File: src/rtl/sh7604_pkg.sv
// Shared SH7604 definitions: bus-state-controller state encoding, limits and
// a wait-state clamp helper used by the DBUS responder.
package sh7604_pkg;

  typedef enum logic [2:0] {
    BSC_IDLE     = 3'd0,
    BSC_ACCESS   = 3'd1,
    BSC_DONE     = 3'd2,
    BSC_RELEASED = 3'd3,
    BSC_TURN     = 3'd4
  } BSC_STATE_t;

  localparam int BSC_WS_MAX    = 7;
  localparam int BSC_BURST_LEN = 4;

  // Clamp a wait-state setting into the range of the 3-bit wait counter.
  function automatic logic [2:0] bsc_ws_clamp(input int ws);
    if (ws > BSC_WS_MAX) return 3'(BSC_WS_MAX);
    else if (ws < 0)     return 3'd0;
    else                 return 3'(ws);
  endfunction

endpackage

File: src/rtl/sh7604_bsc_waitcnt.sv
// Wait-state counter for the bus state controller: 3-bit loadable
// down-counter advancing only on CE_R, with a zero flag that marks the
// end of the programmed wait states.
module sh7604_bsc_waitcnt (
  input  logic       CLK,
  input  logic       RST_N,
  input  logic       CE_R,
  input  logic       LOAD,
  input  logic [2:0] LOAD_VAL,
  input  logic       DEC,
  output logic       ZERO
);

  logic [2:0] cnt;

  // Load has priority over decrement; the count saturates at zero.
  always_ff @(posedge CLK or negedge RST_N) begin
    if (!RST_N) begin
      cnt <= 3'd0;
    end else if (CE_R) begin
      if (LOAD) begin
        cnt <= LOAD_VAL;
      end else if (DEC && (cnt != 3'd0)) begin
        cnt <= cnt - 3'd1;
      end
    end
  end

  assign ZERO = (cnt == 3'd0);

endmodule

File: src/rtl/sh7604_dbus_resp.sv
// SH7604 DBUS responder: runs DBUS accesses on one external SRAM-style port
// with programmable wait states and burst beats, and hands the bus to an
// external master through BREQ_N/BACK_N when DBUS_LOCK is low.
// Optional macro SH7604_BSC_TURN_EN inserts one idle CE_R period (TURN,
// MEM_CS low) between a completed read and a following write.
//
// Handshake: the initiator holds DBUS_REQ with stable A/DO/BA/WE/BURST.
// DBUS_WAIT = DBUS_REQ & (state != DONE). The access is consumed while
// DBUS_WAIT is low with DBUS_REQ high (the DONE period); before the next
// CE_R the initiator must either drop DBUS_REQ or present the next access.
module sh7604_dbus_resp
  import sh7604_pkg::*;
#(
  parameter int WS       = 1,
  parameter int BURST_WS = 0
) (
  input  logic        CLK,
  input  logic        RST_N,
  input  logic        CE_R,
  input  logic        CE_F,
  input  logic [31:0] DBUS_A,
  input  logic [31:0] DBUS_DO,
  input  logic [3:0]  DBUS_BA,
  input  logic        DBUS_WE,
  input  logic        DBUS_REQ,
  input  logic        DBUS_BURST,
  input  logic        DBUS_LOCK,
  output logic [31:0] DBUS_DI,
  output logic        DBUS_WAIT,
  output logic        BSC_ACK,
  output logic [31:0] MEM_A,
  output logic [31:0] MEM_DO,
  output logic [3:0]  MEM_BE,
  output logic        MEM_WE,
  output logic        MEM_CS,
  input  logic [31:0] MEM_DI,
  input  logic        MEM_RDY,
  input  logic        BREQ_N,
  output logic        BACK_N,
  output logic [2:0]  DBG_STATE
);

  localparam logic [2:0] WS_L       = bsc_ws_clamp(WS);
  localparam logic [2:0] BURST_WS_L = bsc_ws_clamp(BURST_WS);
  localparam logic [1:0] LAST_BEAT  = 2'(BSC_BURST_LEN - 1);

  BSC_STATE_t state, state_nxt;
  logic       cnt_zero;
  logic       burst_prev;   // the beat just finished was a burst beat chained through DONE
  logic [1:0] beat_cnt;     // index of the current beat within a burst
  logic       grant, sample, launch, burst_cont, turn_needed, fin;

  assign grant      = !BREQ_N && !DBUS_LOCK;
  assign sample     = CE_R && ((state == BSC_IDLE) || (state == BSC_DONE));
  assign launch     = sample && !grant && DBUS_REQ;
  assign burst_cont = DBUS_BURST && burst_prev && (beat_cnt != LAST_BEAT);
  assign fin        = CE_R && (state == BSC_ACCESS) && cnt_zero && MEM_RDY;

`ifdef SH7604_BSC_TURN_EN
  logic last_read;

  // Remember whether the last completed external cycle was a read.
  always_ff @(posedge CLK or negedge RST_N) begin
    if (!RST_N) begin
      last_read <= 1'b0;
    end else if (fin) begin
      last_read <= !MEM_WE;
    end
  end

  assign turn_needed = last_read && DBUS_WE;
`else
  assign turn_needed = 1'b0;
`endif

  sh7604_bsc_waitcnt u_waitcnt (
    .CLK      (CLK),
    .RST_N    (RST_N),
    .CE_R     (CE_R),
    .LOAD     (launch),
    .LOAD_VAL (burst_cont ? BURST_WS_L : WS_L),
    .DEC      (state == BSC_ACCESS),
    .ZERO     (cnt_zero)
  );

  // State register.
  always_ff @(posedge CLK or negedge RST_N) begin
    if (!RST_N) begin
      state <= BSC_IDLE;
    end else begin
      state <= state_nxt;
    end
  end

  // Next-state logic; DONE samples new work with the same rules as IDLE.
  always_comb begin
    state_nxt = state;
    case (state)
      BSC_IDLE, BSC_DONE: begin
        if (CE_R) begin
          if (grant)         state_nxt = BSC_RELEASED;
          else if (DBUS_REQ) state_nxt = turn_needed ? BSC_TURN : BSC_ACCESS;
          else               state_nxt = BSC_IDLE;
        end
      end
      BSC_ACCESS: begin
        if (fin) state_nxt = DBUS_REQ ? BSC_DONE : BSC_IDLE;
      end
      BSC_RELEASED: begin
        if (CE_R && BREQ_N) state_nxt = BSC_IDLE;
      end
`ifdef SH7604_BSC_TURN_EN
      BSC_TURN: begin
        if (CE_R) state_nxt = BSC_ACCESS;
      end
`endif
      default: state_nxt = BSC_IDLE;
    endcase
  end

  // Output decode from the current state.
  always_comb begin
    DBUS_WAIT = DBUS_REQ && (state != BSC_DONE);
    BSC_ACK   = (state == BSC_ACCESS) || (state == BSC_DONE);
    DBG_STATE = state;
  end

  // External strobes, read-data holding register, bus grant and burst tracking.
  always_ff @(posedge CLK or negedge RST_N) begin
    if (!RST_N) begin
      MEM_A      <= '0;
      MEM_DO     <= '0;
      MEM_BE     <= '0;
      MEM_WE     <= 1'b0;
      MEM_CS     <= 1'b0;
      DBUS_DI    <= '0;
      BACK_N     <= 1'b1;
      burst_prev <= 1'b0;
      beat_cnt   <= 2'd0;
    end else begin
      BACK_N <= (state_nxt != BSC_RELEASED);
      if (sample && grant) begin
        MEM_A      <= '0;
        MEM_DO     <= '0;
        MEM_BE     <= '0;
        MEM_WE     <= 1'b0;
        MEM_CS     <= 1'b0;
        burst_prev <= 1'b0;
        beat_cnt   <= 2'd0;
      end else if (launch) begin
        MEM_A    <= DBUS_A;
        MEM_DO   <= DBUS_DO;
        MEM_BE   <= DBUS_BA;
        MEM_WE   <= DBUS_WE;
        MEM_CS   <= !turn_needed;
        beat_cnt <= burst_cont ? (beat_cnt + 2'd1) : 2'd0;
      end else if (fin) begin
        // DBUS_DI only ever changes here, so it survives following writes.
        if (!MEM_WE) DBUS_DI <= MEM_DI;
        burst_prev <= DBUS_REQ && DBUS_BURST;
        if (!DBUS_REQ) MEM_CS <= 1'b0;
      end else if ((state == BSC_DONE) && CE_R) begin
        // Leaving DONE without a new access ends any burst chain.
        MEM_CS     <= 1'b0;
        burst_prev <= 1'b0;
      end else if ((state == BSC_DONE) && CE_F && !(DBUS_REQ && DBUS_BURST)) begin
        MEM_CS <= 1'b0;
      end
`ifdef SH7604_BSC_TURN_EN
      else if ((state == BSC_TURN) && CE_R) begin
        MEM_CS <= 1'b1;
      end
`endif
    end
  end

endmodule

File: config.mk
export PLATFORM = sky130hd
export DESIGN_NAME = sh7604_dbus_resp
export DESIGN_NICKNAME = d
export VERILOG_FILES = /design/src/rtl/sh7604_pkg.sv /design/src/rtl/sh7604_bsc_waitcnt.sv /design/src/rtl/sh7604_dbus_resp.sv
export SDC_FILE = /design/constraint.sdc
export NUM_CORES = 1
export LEC_CHECK = 0
export CORE_ASPECT_RATIO = 0.7
export CORE_UTILIZATION = 62
export DETAILED_ROUTE_END_ITERATION = 8
export DONT_BUFFER_PORTS = 1
export PLACE_DENSITY = 0.87
export SKIP_LAST_GASP = 1
export SLEW_MARGIN = 15
export SYNTH_ARGS = -nofsm -noshare
export SYNTH_HDL_FRONTEND = slang
export SYNTH_SLANG_ARGS = --single-unit
File: constraint.sdc
create_clock -name CLK -period 2 [get_ports CLK]
set_input_delay 0.3 -clock CLK [delete_from_list [all_inputs] [get_ports CLK]]
set_output_delay 0.3 -clock CLK [all_outputs]
set_load 0.02 [all_outputs]
==> flow_summary.ini <==
[status]
run_status = finished, violations left
violations = negative hold slack

[cells_and_area]
antenna_cells_inserted = 0
area.growth.synth_to_final_pct = 9.32
layout-drive-gt1-share_pct = 19.3
post-route-util_pct = 72.5
finish.net_count = 408
final.fill_count = 406

[cts]
cts-htree-levels = 3
cts_max_path_buffers = 2
cts-buffers-inserted = 9
cts.sink_count = 112
worst_setup_hold_path_clk_slew_ns = 0.11
clock_insertion_delay_worst_skew_ns = 0.36
clock_tree.root_cell = sky130_fd_sc_hd__clkbuf_8
tritoncts_clock_tree = yes

[yosys]
asyncSetResetFlopFracSynth_pct = 100
number_of_distinct_standard_cells_referenced_by_the_synthesized_netlist = 40
mappedNetlistArea_um2 = 4280
synth-seq-cells = 112
synth-warning-count = 0
post_synth_inst_count = 292
synth_flop_type = sky130_fd_sc_hd__dfrtp_1
synth_enable_flop_cells = 0
post_syn_nets = 405
synth_seq_area_share_pct = 65.5
avgSynthCellArea_um2 = 14.7

[die]
die_w_um = 101
io-pin-count = 218
initial_utilization_pct = 66.3
design.die.area_um2 = 7250
core_region_area_um2 = 6460
die_h_um = 71.5
placementRows = 24

[global_route]
grt_overflow = 0
grt_start_max_net_pins = 113
first_global_vias = 2464
grt.total_usage_pct = 25.0
global_route_wire_length_before_repair_mm = 13.3
number_of_antenna_violations_at_the_first_check_in_global_routing = 0

[pwr]
ir_drop_worst_case_vdd_uv = 606
p_leak_uw = 0.00220
p_per_area_nw_per_um2 = 1300
post_route_total_power_uw = 6090

[drt]
dr_total_vias = 2542
via_per_inst = 6.50
drt-pass1-iter-count = 5
route.detailed.drc = 0
drt-wirelength-per-cell_um = 23.8
number_of_drc_violations_after_detailed_routing_iteration_0 = 149
wirelength_mm = 9.31
ant_nets = 0

[critical_path]
crit_chain = inv_1 -> ha_1 -> ha_2 -> nand2_1 -> nor3_4 -> buf_12 -> buf_12 -> mux2_2
critical_path.top_delay_family = flip-flops
startpoint_kind_of_the_worst_setup_timing_path = flip-flop
worst-path-buf-inv = 3
r2r_start = u_waitcnt.cnt[0]$_DFFE_PN0P_
max_stage_delay_ns = 0.39
cp_data_arrival_time_ns = 2.16
critical_path.reg2reg.endpoint = DBUS_DI[29]$_DFFE_PN0P_
worst_r2r_path_depth = 8
critPathRequiredTime_ns = 2.25
path_common_cell = sky130_fd_sc_hd__buf_12
timing.setup.critical_path_class = flip-flop to flip-flop
setup.reg_to_reg.worst_slack_ns = 0.09
critPathCaptureType = flip-flop
critical_path_fanouts_max = 16
cpMaxStageDelayCell = sky130_fd_sc_hd__dfrtp_1

[timing]
count_of_pins_over_their_slew_limit = 0
finalHoldWorstSlack_ns = -0.383
layout_worst_path_cycle_share_pct = 95.6
achievable-frequency_mhz = 523
worstMarginPinSlew_ns = 0.555
fin_worst_skew_ns = 0.0137
grt_setup_unrepaired = false
slew_headroom_pct = 62.5
timing.final.crit_period_ns = 1.91
hold_fails_final_rpt = 112
post_route_setup_tns_ns = 0
finalSetupViolations = 0

[place]
gpl.final_weighted_congestion = 0.806
hpwlAfterDp_mm = 6.44
place.port_buffers = 0

[worst_hold_path]
min-delay-path-class = primary input to async pin

[flow_run]
drv_cap = 0
synth_stat cells, types with 3 or more instances:
| master | n | share of area (%) |
|---|---|---|
| sky130_fd_sc_hd__dfrtp_1 | 111 | 65 |
| sky130_fd_sc_hd__a22o_1 | 70 | 14 |
| sky130_fd_sc_hd__mux2_2 | 21 | 5.5 |
| sky130_fd_sc_hd__mux2_1 | 12 | 3.2 |
| sky130_fd_sc_hd__buf_2 | 8 | 0.94 |
| sky130_fd_sc_hd__clkbuf_1 | 8 | 0.70 |
| sky130_fd_sc_hd__nand2_1 | 6 | 0.53 |
| sky130_fd_sc_hd__inv_1 | 5 | 0.44 |
| sky130_fd_sc_hd__o22ai_1 | 4 | 0.58 |
| sky130_fd_sc_hd__buf_4 | 3 | 0.53 |
| sky130_fd_sc_hd__ha_1 | 3 | 0.88 |
| sky130_fd_sc_hd__nand2b_1 | 3 | 0.44 |
| sky130_fd_sc_hd__nand3b_1 | 3 | 0.53 |
| sky130_fd_sc_hd__nor2_1 | 3 | 0.26 |
through the flow:
stage / instance area, µm² / setup WS (ns) / std cells
after global routing: 4680 / 0.00729 / 391
after floorplan: 4280 / 0.203 / 292
after detailed placement: 4420 / 0.0756 / 372
final: 4680 / 0.0882 / 391
after CTS: 4620 / 0.0407 / 388
after global placement: 4420 / 0.184 / 372
logic make-up after synthesis:
kind of cell    Yosys count  synth area share (%)
mux                      33                  8.68
other cells               1                0.0876
simple gates             28                  4.24
compound gates           88                  17.3
flops                   112                  65.5
buf+inv                  26                  3.13
fa+ha+maj                 3                 0.877
xor+xnor                  1                 0.205
sequential cells by signal (all words and copies together), names as in the netlist:
register       flops
MEM_A             32
DBUS_DI           32
u_waitcnt.cnt      3
MEM_BE             4
DBG_STATE          3
beat_cnt           2
burst_prev         1
MEM_WE             1
MEM_CS             1
BACK_N             1
MEM_DO            32
how the worst max path moves through the flow:
| stage | from | to | slack (ns) | depth (start not counted) |
|---|---|---|---|---|
| after floorplan | u_waitcnt.cnt[0]$_DFFE_PN0P_ | DBUS_DI[21]$_DFFE_PN0P_ | 0.20 | 7 |
| after global placement | u_waitcnt.cnt[0]$_DFFE_PN0P_ | DBUS_DI[5]$_DFFE_PN0P_ | 0.18 | 7 |
| after detailed placement | u_waitcnt.cnt[0]$_DFFE_PN0P_ | DBUS_DI[7]$_DFFE_PN0P_ | 0.08 | 7 |
| after CTS | u_waitcnt.cnt[0]$_DFFE_PN0P_ | DBUS_DI[29]$_DFFE_PN0P_ | 0.04 | 7 |
| after global routing | u_waitcnt.cnt[0]$_DFFE_PN0P_ | DBUS_DI[29]$_DFFE_PN0P_ | 0.007 | 8 |
| final | u_waitcnt.cnt[0]$_DFFE_PN0P_ | DBUS_DI[29]$_DFFE_PN0P_ | 0.09 | 8 |
worst register-to-register path, delay by kind of cell, from the launching register on:
kind	cells	cell delay (ns)
flip-flops	1	0.39
adder cells (fa/ha/maj)	2	0.39
buffers and inverters	3	0.38
multiplexers	1	0.35
AND/OR/NAND/NOR	2	0.29
final cells by class:
| class | instances | area, µm² | share of cell area, % |
|---|---|---|---|
| Sequential cell | 112 | 2800 | 59.9 |
| Clock buffer | 9 | 124 | 2.65 |
| Inverter | 5 | 18.8 | 0.401 |
| Clock inverter | 7 | 75.1 | 1.60 |
| Tap cell | 91 | 114 | 2.43 |
| Multi-Input combinational cell | 154 | 1360 | 29.1 |
| Timing Repair Buffer | 13 | 181 | 3.88 |
cells in the final DEF, fill, tap and decap left out, types with 2 or more instances in the layout:
cell type                  count
sky130_fd_sc_hd__a22o_1       70
sky130_fd_sc_hd__inv_6         4
sky130_fd_sc_hd__mux2_1       12
sky130_fd_sc_hd__buf_12        5
sky130_fd_sc_hd__nand3_1       2
sky130_fd_sc_hd__clkinv_2      2
sky130_fd_sc_hd__o211ai_1      2
sky130_fd_sc_hd__nand2b_1      3
sky130_fd_sc_hd__o22ai_1       4
sky130_fd_sc_hd__nand2_1       6
sky130_fd_sc_hd__ha_1          2
sky130_fd_sc_hd__clkbuf_8      9
sky130_fd_sc_hd__nor2_1        3
sky130_fd_sc_hd__inv_1         5
sky130_fd_sc_hd__a21boi_0      2
sky130_fd_sc_hd__nand3b_1      3
sky130_fd_sc_hd__mux2_2       21
sky130_fd_sc_hd__dfrtp_1     111
sky130_fd_sc_hd__a21o_1        2
sky130_fd_sc_hd__buf_4         6
power by group:
part | switching (µW) | leakage [µW] | total [µW] | internal, µW
Combinational | 335 | 0.000634 | 826 | 490
Clock | 760 | 0.000105 | 1350 | 594
Sequential | 1090 | 0.00146 | 3910 | 2830
Total | 2180 | 0.00220 | 6090 | 3910
what timing repair did:
item,in CTS,in global routing
buffers inserted,0,1
endpoints found under the hold margin,112,112
resized for setup,0,1
setup endpoints to repair,0,32
metal layers:
layer  up-vias  part of all wire (%)  GRT usage, %
met2       151                    52          40.8
met4         0                  0.88          8.05
met5         -                     0             0
met1      1297                    39          31.9
met3         6                   8.8          8.59
li1       1088                     -             -
No activity file was read; power rests on OpenSTA's default activity.
